File: src/rtl/fpu_add_sub_pkg.sv
// Shared binary32 constants, special-select encoding and the S2 classify/pack
// helper for the add/sub round-and-pack stage.
package fpu_add_sub_pkg;

    localparam int unsigned FP32_EXP_W = 8;
    localparam int unsigned FP32_MAN_W = 23;
    localparam logic [FP32_EXP_W-1:0] EXP_MAX = 8'hFF;
    localparam logic [31:0] QNAN = 32'h7FC0_0000;

    // 2'b01 is not a member; any value with bit 1 clear selects the normal path.
    typedef enum logic [1:0] {
        SEL_NORM = 2'b00,
        SEL_INF  = 2'b10,
        SEL_NAN  = 2'b11
    } sel_man_e;

    typedef struct packed {
        logic        sign;
        logic        zero;
        logic        sel_exp;
        logic [1:0]  sel_man;
        logic [9:0]  exp1;
        logic [23:0] man;
        logic        inexact;
    } s1_t;

    typedef struct packed {
        logic [31:0] result;
        logic        overflow;
        logic        inexact;
    } pack_t;

    function automatic pack_t pack_result(input s1_t s);
        pack_t p;
        p = '0;
        if (s.sel_man == SEL_NAN) begin
            p.result = QNAN;
        end else if (s.sel_man == SEL_INF) begin
            p.result = {s.sel_exp, EXP_MAX, {FP32_MAN_W{1'b0}}};
        end else if (s.zero || (s.exp1 == '0)) begin
            p.result  = {s.sign, 31'h0};
            p.inexact = s.inexact;
        end else if (s.exp1 >= 10'd255) begin
            p.result   = {s.sign, EXP_MAX, {FP32_MAN_W{1'b0}}};
            p.overflow = 1'b1;
            p.inexact  = 1'b1;
        end else begin
            p.result  = {s.sign, s.exp1[FP32_EXP_W-1:0], s.man[FP32_MAN_W-1:0]};
            p.inexact = s.inexact;
        end
        return p;
    endfunction

endpackage

File: src/rtl/fpu_round_rne.sv
// Combinational round-to-nearest-even of a guard-extended mantissa, with
// exponent bump on mantissa carry-out.
module fpu_round_rne
    import fpu_add_sub_pkg::*;
(
    input  logic [26:0] man,
    input  logic [8:0]  exp,
    output logic [23:0] man_rnd,
    output logic [9:0]  exp1,
    output logic        inexact
);

    logic        inc;
    logic [24:0] m25;

    assign inc     = man[2] & (man[1] | man[0] | man[3]);
    assign m25     = {1'b0, man[26:3]} + {24'h0, inc};
    assign inexact = |man[2:0];

    always_comb begin
        if (m25[24]) begin
            exp1    = {1'b0, exp} + 10'd1;
            man_rnd = m25[24:1];
        end else begin
            exp1    = {1'b0, exp};
            man_rnd = m25[23:0];
        end
    end

endmodule

File: src/rtl/add_sub_round_pack_unit.sv
// Final add/sub stage: round (S1) then classify and pack (S2) in a 2-deep
// elastic valid/ready pipeline producing a binary32 result.
module add_sub_round_pack_unit
    import fpu_add_sub_pkg::*;
(
    input  logic        i_clk,
    input  logic        i_rst,
    input  logic        i_valid,
    output logic        o_ready,
    input  logic        i_sign,
    input  logic [8:0]  i_exp,
    input  logic [26:0] i_man,
    input  logic        i_zero,
    input  logic        i_sel_exp,
    input  logic [1:0]  i_sel_man,
    output logic        o_valid,
    input  logic        i_ready,
    output logic [31:0] o_result,
    output logic        o_overflow,
    output logic        o_inexact
);

    logic        s1_full;
    logic        s2_full;
    logic        s1_en;
    logic        s2_en;
    s1_t         s1_d;
    s1_t         s1_q;
    pack_t       s2_q;
    logic [23:0] rnd_man;
    logic [9:0]  rnd_exp1;
    logic        rnd_inexact;

    fpu_round_rne u_round (
        .man     (i_man),
        .exp     (i_exp),
        .man_rnd (rnd_man),
        .exp1    (rnd_exp1),
        .inexact (rnd_inexact)
    );

    // s1_en equals ~s1_full | ~s2_full | i_ready; i_ready -> o_ready is the only comb path.
    assign s2_en   = ~s2_full | i_ready;
    assign s1_en   = ~s1_full | s2_en;
    assign o_ready = s1_en;

    always_comb begin
        s1_d         = '0;
        s1_d.sign    = i_sign;
        s1_d.zero    = i_zero;
        s1_d.sel_exp = i_sel_exp;
        s1_d.sel_man = i_sel_man;
        s1_d.exp1    = rnd_exp1;
        s1_d.man     = rnd_man;
        s1_d.inexact = rnd_inexact;
    end

    always_ff @(posedge i_clk or posedge i_rst) begin
        if (i_rst) begin
            s1_full <= 1'b0;
            s2_full <= 1'b0;
            s1_q    <= '0;
            s2_q    <= '0;
        end else begin
            if (s1_en) begin
                s1_full <= i_valid;
                if (i_valid) begin
                    s1_q <= s1_d;
                end
            end
            if (s2_en) begin
                s2_full <= s1_full;
                if (s1_full) begin
                    s2_q <= pack_result(s1_q);
                end
            end
        end
    end

    assign o_valid    = s2_full;
    assign o_result   = s2_q.result;
    assign o_overflow = s2_q.overflow;
    assign o_inexact  = s2_q.inexact;

endmodule

File: config.mk
export PLATFORM = sky130hd
export DESIGN_NAME = add_sub_round_pack_unit
export DESIGN_NICKNAME = d
export VERILOG_FILES = /design/src/rtl/fpu_add_sub_pkg.sv /design/src/rtl/fpu_round_rne.sv /design/src/rtl/add_sub_round_pack_unit.sv
export SDC_FILE = /design/constraint.sdc
export NUM_CORES = 1
export LEC_CHECK = 0
export CAP_MARGIN = 30
export CORE_MARGIN = 2
export CORE_UTILIZATION = 30
export DETAILED_ROUTE_END_ITERATION = 12
export SLEW_MARGIN = 20
export SYNTH_ARGS = -nofsm -noshare
export SYNTH_HDL_FRONTEND = slang
export SYNTH_SLANG_ARGS = --single-unit
export TNS_END_PERCENT = 5
File: constraint.sdc
create_clock -name i_clk -period 4.4 [get_ports i_clk]
set_input_delay 0.88 -clock i_clk [delete_from_list [all_inputs] [get_ports i_clk]]
set_output_delay 0.88 -clock i_clk [all_outputs]
set_load 0.03 [all_outputs]
Word level (Yosys, flattened, before mapping)
Cells that the tools add are included.

operators by class
  add/sub/neg operators = 2
  $lt $le $gt $ge = 1
  equality and inequality tests = 2
  mux-type cells = 12
  bitwise logic cells = 7
  reductions and logical operators = 5

operator list
  kind                                                   number
  two-way mux 32 bit                                     2
  two-way mux 31 bit                                     2
  adder 24 x 1 -> 25 bit                                 1
  two-way mux 23 bit                                     1
  adder 9 x 1 -> 10 bit (second input constant)          1
  >= comparator 10 x 8 -> 1 bit (second input constant)  1
  zero test 10 bit                                       1
  two-way mux 10 bit                                     1
  equality test 2 bit (second input constant)            2
  two-way mux 1 bit                                      4
  two-way mux 2 bit                                      2
  OR 1 bit                                               4
  AND reduction 2 bit                                    2
  OR reduction 3 bit                                     1
  inverter 1 bit                                         2
  AND 1 bit                                              1
  logical OR 1 bit                                       1

word-level totals
  flip-flop bits (word level) = 75
  input port bits = 45
  word-level logic and storage cells = 41

Logic depth before layout (Yosys ltp)
Gate-level depths: netlist of the first run.

  word-level depth = 5
  mapped depth = 7
  depth with buffers taken out = 7

By module
Synthesis of the first run repeated with hierarchy kept, for this count alone.

second synthesis, totals
  cell total of the unflattened synthesis = 376
  area, all modules = 3943.8 um^2

by module, submodules not included
  module                   instances  cells each  area each (um^2)
  add_sub_round_pack_unit  1          234         3041.7
  fpu_round_rne            1          142         902.1

Worst setup path after synthesis of the first run
No wires, ideal clock.

  path type = input -> register
  start = input port i_man[3]
  end = register s1_q[20] (netlist bit)
  data arrival time = 2.230 ns
  slack = 2.049 ns
  stages on the path = 7
  path through = and2_1 ha_1 and4_1 nand4_1 nor2_2 and3b_1 o22a_1

on the way
  longest elaborated chain between the ends = 4

ends and longest elaborated chain
  element                     line                           text
  start, declared             add_sub_round_pack_unit.sv:12  input logic [26:0] i_man,
  OR 1 bit                    fpu_round_rne.sv:16            assign inc = man[2] & (man[1] | man[0] | man[3]);
  AND 1 bit                   fpu_round_rne.sv:16
  adder 24 x 1 -> 25 bit (*)  fpu_round_rne.sv:17            assign m25 = {1'b0, man[26:3]} + {24'h0, inc};
  two-way mux 23 bit (*)      fpu_round_rne.sv:21            if (m25[24]) begin
  end signal, assigned        add_sub_round_pack_unit.sv:62  s1_q <= '0;
  end signal, assigned        add_sub_round_pack_unit.sv:68  s1_q <= s1_d;
  end, declared               add_sub_round_pack_unit.sv:28  s1_t s1_q;

Every way passes the cells marked *; elsewhere a longest branch is shown, timed or not.
A chain may end at the register's enable or synchronous reset.

Worst setup path after layout of the first run
  start = input port i_ready
  end = output port o_ready

on the way
  longest elaborated chain between the ends = 2

ends and longest elaborated chain
  element          line                           text
  start, declared  add_sub_round_pack_unit.sv:17  input logic i_ready,
  OR 1 bit         add_sub_round_pack_unit.sv:43  assign s2_en = ~s2_full | i_ready;
  OR 1 bit         add_sub_round_pack_unit.sv:44  assign s1_en = ~s1_full | s2_en;
  end, declared    add_sub_round_pack_unit.sv:9   output logic o_ready,

No other way between the ends.

==> out/results.ini, run 1 <==
[synthesis]
yosysSeqAreaShare_pct=53.19
synthCells=353
synth_edf_count=0
synth_fp_nets=400
ys_seq_elements=75
syn_avg_cell_area_sq_um=9.995
post_synth_num_cell_types=41
ys_warn_count=0
synthFlopType=dfrtp_1
postSynth.asyncResetShare_pct=100.0
synth.cell_area_sq_mm=0.003528

[worst_setup_path]
crit_path_frequent_cell=clkdlybuf4s50_1
criticalPathCategory=in2out
slowest_stage=clkdlybuf4s50_1
path_max_fanout=5
start_kind=input pin
path_cells=clkdlybuf4s50_1 > nand3b_1 > clkdlybuf4s50_1
reg2reg_from=o_valid
path_depth=3
path_buf_inv=2
worstPathRequired_ps=3520
reg2reg_to=o_result[12]
slowest_delay_ps=700
startpoint=i_ready
cp-endpoint=o_ready
cp-end-kind=primary output
critPathTopFamily=buffers and inverters
ff2ff_path_depth=7
r2r_slack_ps=2390
crit_arrival_ps=2210

[clocking]
clock_tree.root_cell=clkbuf_16
cts_max_path_buffers=2
cts.sinks=75
htreeDepth=3
cts_tree=built
numCtsBuffers=9
cts_setup_buffers=0
cts_hold_buf=0
cts_resized=0
clk_pin_slew_ps=60
clock_latency_ps=330

[sta]
clock_skew_ps=2.929
fin_tns_setup_ps=0
finalHoldViolCount=0
finalCritPeriodShare_pct=70.24
tightest_slew_ps=905.2
max-slew-margin-rel_pct=39.19
slew_viol_final=0
fin_crit_ps=3090
rsz0062_at_grt=no
final-setup-viol-count=0
clock.fmax_mhz=323.6

[final_layout]
antennaDiodeCount=0
nets=479
area_delta_synth_final_pct=36.49
drive_gt1_share_pct=6.178
fill_cells=1091
final_cell_area_sq_mm=0.004816

[floorplanning]
initial_utilization_pct=30.77
dieArea_sq_mm=0.01265
fp.dieW_um=112.5
row_count=39
die_y_um=112.5
coreArea_sq_mm=0.01147
pin_count=81

[drt]
wl_met1_um=4089
wl_met2_um=4566
top_layer=met4
drt_iter0_markers=221
vias_per_cell=5.117
drcViolationCount=0
first_pass_iters=4
final_antenna_net_count=0
met3_length_um=459
routed-via-count=2968
wl_per_cell_um=16.03
routed_wirelength_um=9297

[grt]
grt_use_total_pct=15.24
grt_pass1_vias=2938
grt_max_degree=42
grt_pass1_wl_um=15250
antenna_found_initial=0
overflow=0

[power_and_ir_drop]
fin_total_pwr_uw=2195
power_density_mw_per_mm2=455.7
p_leak_uw=0.001938
irDropWorstVdd_v=0.0002006

[placement]
io_buffer_count=80
place_area_sq_mm=0.004474
hpwl_um=6925
routabilityCongestion=0.8701

[job]
max-cap-violations=0

[min_path]
hold_path_class=reg2reg

[status]
status=finished, final reports clean

## routing by layer
layer	GRT usage, %	vias up
li1	-	1446
met4	6.423	0
met3	2.754	13
met2	25.38	75
met1	19.58	1434
met5	0	-
## logic make-up after synthesis
family	synth area share, %
simple gates	20.85
compound gates	15.82
flops	53.19
buf+inv	2.872
xor+xnor	5.709
mux	0.8511
fa+ha+maj	0.7091
## worst min-delay path by stage
stage                   from        to  slack (ps)  cells past startpoint
finish              s1_q[37]  s1_q[37]         480                      2
global route        s1_q[34]  s1_q[34]         490                      1
CTS                 s1_q[37]  s1_q[37]         480                      2
detailed placement  s1_q[38]  s1_q[38]         470                      2
global placement    s1_q[37]  s1_q[37]         460                      2
floorplan           s1_q[23]  s1_q[23]         440                      2
## per-stage QoR
| step | utilization [%] | hold slack (ps) | std cells | setup slack [ps] |
|---|---|---|---|---|
| final | 42.00 | 483.6 | 580 | 1310 |
| after global routing | 42.00 | 494.7 | 580 | 1211 |
| after CTS | 42.00 | 483.7 | 580 | 1296 |
| after detailed placement | 39.02 | 466.7 | 564 | 1054 |
| after global placement | 39.02 | 462.8 | 564 | 1156 |
| after floorplan | - | 440.8 | 353 | 1610 |
## cell usage in the layout, fill, tap and decap left out, types with 5 or more instances in the layout
cell / n
clkdlybuf4s50_1: 80
dfrtp_1: 75
nand2_1: 46
nor2_1: 27
a22o_1: 22
o21ai_0: 21
a31oi_1: 14
xnor2_1: 13
nand3_1: 13
nand4_1: 11
xor2_1: 10
nor3_1: 9
clkbuf_16: 9
nor4_1: 8
o22ai_1: 7
or3_1: 6
and3_1: 6
o31ai_1: 6
buf_4: 6
inv_1: 5
## flip-flops by register name (all words and copies together) (netlist names)
| signal | count |
|---|---|
| o_overflow | 1 |
| o_valid | 1 |
| o_inexact | 1 |
| s1_q | 39 |
| s1_full | 1 |
| o_result | 32 |
## layout make-up
| type | instances | area (sq um) | share of cell area [%] |
|---|---|---|---|
| Sequential cell | 75 | 1877 | 38.97 |
| Clock inverter | 7 | 116.4 | 2.416 |
| Clock buffer | 9 | 225.2 | 4.677 |
| Multi-Input combinational cell | 254 | 1550 | 32.19 |
| Inverter | 6 | 22.52 | 0.4677 |
| Tap cell | 143 | 178.9 | 3.715 |
| Timing Repair Buffer | 86 | 845.8 | 17.56 |
## synth_stat cells, types with 6 or more instances
cell	instances	area, sq um
o21ai_0	21	105.1
nand3_1	13	65.06
xor2_1	10	87.58
nor2_1	27	101.4
dfrtp_1	75	1877
nor4_1	8	50.05
a31oi_1	14	87.58
nand2_1	46	172.7
inv_1	6	22.52
nor3_1	9	45.04
nand4_1	11	68.82
o31ai_1	6	45.04
xnor2_1	13	113.9
clkbuf_1	12	45.04
or3_1	6	37.54
and3_1	6	37.54
o22ai_1	7	43.79
a22o_1	22	192.7
## where the power goes
| part | internal, uW | switching (uW) | total [uW] |
|---|---|---|---|
| registers | 795 | 73.4 | 868 |
| clock network | 553 | 287 | 840 |
| logic | 214 | 272 | 486 |
## tightest hold or removal path, cell delays in order, from the launching register on
cell and delay (ps):
dfrtp_1 340, nand2_1 50, nand2_1 60
Power figures use the tool's default switching activity.
==> run 2, diff against run 1 <==
clock period = 3.1 ns   (was 4.4 ns; I/O delays follow)
==> run 2 against run 1 <==
  * Wire length down 2.9%
  * Sequential power is 42% higher
  * Global-route usage is 0.34 points lower
  * Final area is 0.26% lower
  * Clock skew increased by 3.3 ps
  * Count of clock-buffer cells in the layout is 1 higher
  * Utilization is 0.11 points lower
  * Flip-flop and latch count is the same
  * Power increased by 31%
  * Setup slack got worse by 830 ps
  * Critical endpoint is now s1_q[3]
==> out/results.ini, run 2 (same netlist as run 1, synthesis figures left out) <==
[drt]
drcViolationCount=0  ; unchanged
first_pass_iters=5  ; +1
routed_wirelength_um=9024  ; -2.9%
drt_iter0_markers=185  ; -16%
final_antenna_net_count=0  ; unchanged
vias_per_cell=5.053  ; -1.3%
wl_per_cell_um=15.40  ; -3.9%
routed-via-count=2961  ; -0.24%

[sta]
rsz0062_at_grt=no
final-setup-viol-count=0  ; unchanged
fin_tns_setup_ps=0  ; unchanged
finalHoldViolCount=0  ; unchanged
clock.fmax_mhz=381.3
max-slew-margin-rel_pct=67.79  ; +29 points
tightest_slew_ps=478.8  ; -426.4 ps
clock_skew_ps=6.257  ; +3.328 ps
finalCritPeriodShare_pct=84.61
fin_crit_ps=2623
slew_viol_final=0  ; unchanged

[final_layout]
final_cell_count_no_fill=586  ; +1.0%
area_delta_synth_final_pct=36.13
top_register=s1_q
layout_common_cells=80 x clkdlybuf4s50_1, 75 x dfrtp_1, 46 x nand2_1, 27 x nor2_1, 22 x a22o_1
nets=485  ; +1.3%
drive_gt1_share_pct=7.223  ; +1.0 points
final_common_cell=clkdlybuf4s50_1
largest_register_ffs=39  ; unchanged
antennaDiodeCount=0  ; unchanged

[job]
max-cap-violations=0  ; unchanged

[floorplanning]
fp.dieW_um=112.5  ; unchanged
row_count=39  ; unchanged
initial_utilization_pct=30.77  ; unchanged
pin_count=81  ; unchanged
die_y_um=112.5  ; unchanged
dieArea_sq_mm=0.01265  ; unchanged
coreArea_sq_mm=0.01147  ; unchanged

[placement]
hpwl_um=6820  ; -1.5%
routabilityCongestion=0.8879  ; +2.0%
io_buffer_count=80  ; unchanged
place_inst=570  ; +1.1%

[min_path]
hold_path_class=reg2reg

[clocking]
cts_hold_buf=0  ; unchanged
cts_tree=built
clk_pin_slew_ps=60  ; about the same
cts.sinks=75  ; unchanged
cts_setup_buffers=0  ; unchanged
numCtsBuffers=9  ; unchanged
clock_tree.root_cell=clkbuf_16
clock_latency_ps=340  ; about the same
cts_resized=0  ; unchanged
cts_max_path_buffers=2  ; unchanged
htreeDepth=3  ; unchanged

[status]
status=finished, final reports clean

[grt]
overflow=0  ; unchanged
grt_max_degree=76  ; +81%
grt_pass1_wl_um=14780  ; -3.1%
grt_pass1_vias=2944  ; +0.20%
grt_use_total_pct=14.90  ; -0.34 points
antenna_found_initial=0  ; unchanged

[worst_setup_path]
start_kind=input pin
criticalPathCategory=in2reg
worstPathRequired_ps=3350  ; -170 ps
cp-end-kind=register
path_max_fanout=10  ; +5
r2r_slack_ps=1120  ; -1270 ps
crit_arrival_ps=2880  ; +670 ps

[power_and_ir_drop]
p_leak_uw=0.001936  ; about the same
power_density_mw_per_mm2=596.6  ; +31%
irDropWorstVdd_v=0.0002350  ; +17%

[run 2: final cells by class]
| type | count | area [sq um] |
|---|---|---|
| fill | 1101 | 6664 |
| sequential | 75 | 1877 |
| multi-input combinational | 254 | 1550 |
| timing repair buffer | 92 | 903.4 |
| clock buffer | 10 | 229.0 |
| tap | 143 | 178.9 |
| clock inverter | 6 | 42.54 |
| inverter | 6 | 22.52 |
[run 2: power by group]
group / switching, uW / leakage, uW / internal (uW)
clock network: 399 / 0.000128 / 541
registers: 99.7 / 0.000918 / 1130
logic: 387 / 0.000890 / 310
total: 886 / 0.00194 / 1980
[run 2: critical path, cell delays in order]
cell and delay (ps):
clkdlybuf4s50_1 530, and2_1 170, ha_1 220, and4_1 230, nand4_1 230, or3_1 620, a31oi_1 230
[run 2: per-layer routing]
metal / global-route usage [%] / vias to the layer above / share of wire, %
li1: - / 1465 / -
met2: 23.73 / 71 / 49
met5: 0 / - / 0
met4: 7.642 / 0 / 2.6
met1: 19.25 / 1409 / 45
met3: 3.078 / 16 / 3.7
[run 2: per-stage QoR]
stage / util (%) / hold WS (ps) / total power (uW) / instance area (sq um) / worst slack (ps)
3_3_place_gp: 39.52 / 463.6 / 1943 / 4532 / 262.7
5_1_grt: 41.89 / 494.9 / 3021 / 4803 / 307.8
2_1_floorplan: - / 440.8 / 1616 / 3528 / 570.0
4_1_cts: 41.89 / 479.4 / 2908 / 4803 / 504.2
6_report: 41.89 / 475.8 / 2865 / 4803 / 477.2
3_5_place_dp: 39.52 / 465.3 / 1953 / 4532 / 152.6
[run 2: worst paths after layout]
check                      startpoint            to  depth (start not counted)
max                          i_man[2]       s1_q[3]                          7
max reg2reg                  s1_q[33]  o_result[13]                          6
min in group asynchronous       i_rst   o_result[9]                          3
min reg2reg                  s1_q[37]      s1_q[37]                          2
min                          s1_q[37]      s1_q[37]                          2
max in group asynchronous       i_rst  o_result[23]                          3
==> run 3, diff against run 2 <==
clock period = 2.2 ns   (was 3.1 ns; I/O delays follow)
==> run 3 against run 2 <==
  * Register-to-register slack lost 770 ps
  * Power up 56%
  * Via count grew 6.3%
  * Largest power group unchanged
  * Utilization up 4.4 points
  * Highest routed layer unchanged
  * First-iteration DRC count down 7.0%
  * Final cell count grew 8.2%
  * Critical path type unchanged
  * Flip-flop and latch count unchanged
  * Hold slack better by 1.6 ps
  * Critical endpoint is now s1_q[23]
  * Clock power rose by 79%
==> out/results.ini, run 3 (same netlist as run 1, synthesis figures left out) <==
[status]
status=finished, final reports clean

[grt]
use_met3_pct=2.808  ; -0.27 points
grtUsageMet1_pct=19.97  ; +0.72 points
grt_max_degree=76  ; unchanged
grt_use_total_pct=15.85  ; +0.95 points
grt_pass1_wl_um=15990  ; +8.2%
gr-usage-met2_pct=28.07  ; +4.3 points
busiest_layer=met2
antenna_found_initial=0  ; unchanged
overflow=0  ; unchanged
grt_pass1_vias=3202  ; +8.8%

[floorplanning]
pin_count=81  ; unchanged
fp.dieW_um=112.5  ; unchanged
initial_utilization_pct=30.77  ; unchanged
row_count=39  ; unchanged
die_y_um=112.5  ; unchanged
coreArea_sq_mm=0.01147  ; unchanged
dieArea_sq_mm=0.01265  ; unchanged

[job]
max-cap-violations=0  ; unchanged

[placement]
io_buffer_count=80  ; unchanged
hpwl_um=7293  ; +6.9%
place_inst=618  ; +8.4%
routabilityCongestion=0.8805  ; -0.83%

[sta]
max-slew-margin-rel_pct=67.20  ; -0.59 points
rsz0062_at_grt=yes
final-setup-viol-count=0  ; unchanged
whs_ps=477.4  ; +1.582 ps
clock.fmax_mhz=477.5
finalHoldViolCount=0  ; unchanged
tightest_slew_ps=486.8  ; +8.072 ps
finalCritPeriodShare_pct=95.20
fin_tns_setup_ps=0  ; unchanged
fin_crit_ps=2094
clock_skew_ps=7.291  ; +1.034 ps
slew_viol_final=0  ; unchanged

[power_and_ir_drop]
power_density_mw_per_mm2=842.7  ; +41%
p_sw_share_pct=28.82  ; -2.1 points
fin_total_pwr_uw=4473  ; +56%
pwr-share-comb_pct=23.6  ; -0.8 points
p_clk_share_pct=37.6  ; +4.8 points
irDropWorstVdd_v=0.0004304  ; +83%
p_seq_share_pct=38.8  ; -4.1 points
switchingPower_uw=1289  ; +46%
p_int_uw=3184  ; +61%
p_leak_uw=0.002214  ; +14%

[final_layout]
antennaDiodeCount=0  ; unchanged
area_delta_synth_final_pct=50.43
layout_common_cells=79 x clkdlybuf4s50_1, 75 x dfrtp_1, 56 x buf_4, 46 x nand2_1, 27 x nor2_1
drive_gt1_share_pct=17.52  ; +10 points
largest_register_ffs=39  ; unchanged
final_cell_count_no_fill=634  ; +8.2%
final_common_cell=clkdlybuf4s50_1
nets=533  ; +9.9%
top_register=s1_q

[drt]
final_antenna_net_count=0  ; unchanged
drcViolationCount=0  ; unchanged
drt_iter0_markers=172  ; -7.0%
first_pass_iters=5  ; unchanged
vias_per_cell=4.965  ; -1.7%
routed_wirelength_um=9722  ; +7.7%
wl_per_cell_um=15.33  ; -0.42%
routed-via-count=3148  ; +6.3%

[worst_setup_path]
start_kind=input pin
criticalPathCategory=in2reg
path_max_fanout=4  ; -6
worstPathRequired_ps=2440  ; -910 ps
r2r_slack_ps=350  ; -770 ps
crit_arrival_ps=2330  ; -550 ps
cp-end-kind=register

[clocking]
htreeDepth=3  ; unchanged
numCtsBuffers=9  ; unchanged
clock_tree.root_cell=clkbuf_16
clk_pin_slew_ps=60  ; about the same
cts_setup_buffers=0  ; unchanged
cts_tree=built
cts_max_path_buffers=2  ; unchanged
clock_latency_ps=330  ; about the same
cts_hold_buf=0  ; unchanged
cts.sinks=75  ; unchanged

[min_path]
hold_path_class=reg2reg

[run 3: cell types whose count changed in the layout (fill, tap and decap cells not counted), moves of 2 or more]
cell	previous run	this run
buf_4	11	56
buf_12	1	4
bufinv_16	0	3
o21ai_0	21	19
o21ai_1	0	2
[run 3: routing by layer]
metal  part of all wire, %  vias up
met5                     0        -
li1                      -     1560
met4                  0.94        0
met1                    45     1507
met3                   3.0       10
met2                    51       71
[run 3: path summary, 6_finish.rpt]
| check | startpoint | end | depth (start not counted) |
|---|---|---|---|
| worst max-delay path | i_man[2] | s1_q[23] | 7 |
| worst min-delay path | s1_q[2] | s1_q[2] | 2 |
| worst max register to register | s1_q[34] | o_result[12] | 6 |
| worst min register to register | s1_q[2] | s1_q[2] | 2 |
| max in group asynchronous | i_rst | s1_q[32] | 3 |
| min in group asynchronous | i_rst | o_result[10] | 3 |
[run 3: power by group through the flow]
stage	Clock [uW]	Sequential (uW)	Combinational, uW
floorplan	0	1940	334
global placement	0	1760	1040
detailed placement	0	1760	1060
CTS	1710	1740	1060
global route	1770	1760	1130
finish	1680	1730	1060
[run 3: cell type report]
type                    count  area, sq um
clock buffers               9        225.2
well taps                 143        178.9
clock inverters             7        116.4
repair buffers            140         1303
inverters                   6        26.28
multi-input cells         254         1582
fillers                  1069         6160
flip-flops and latches     75         1877
[run 3: metrics by stage]
stage	worst slack (ps)	area [sq um]	util (%)
5_1_grt	-3.680	5308	46.28
4_1_cts	10.54	5280	46.04
6_report	105.7	5308	46.28
2_1_floorplan	256.8	3532	-
3_5_place_dp	-416.7	4931	43.00
3_3_place_gp	-331.9	4931	43.00
[run 3: timing repair]
item,CTS,global route
gates cloned,0,0
pin swaps,0,2
resized for setup,4,6
endpoints found under the setup margin,12,12
[run 3: worst max-delay path, cell delays in order]
cell             delay [ps]
clkdlybuf4s50_1         480
buf_4                   130
nand4_1                 240
nor4_1                  390
xnor2_1                 150
o2111a_1                260
o31ai_1                 230
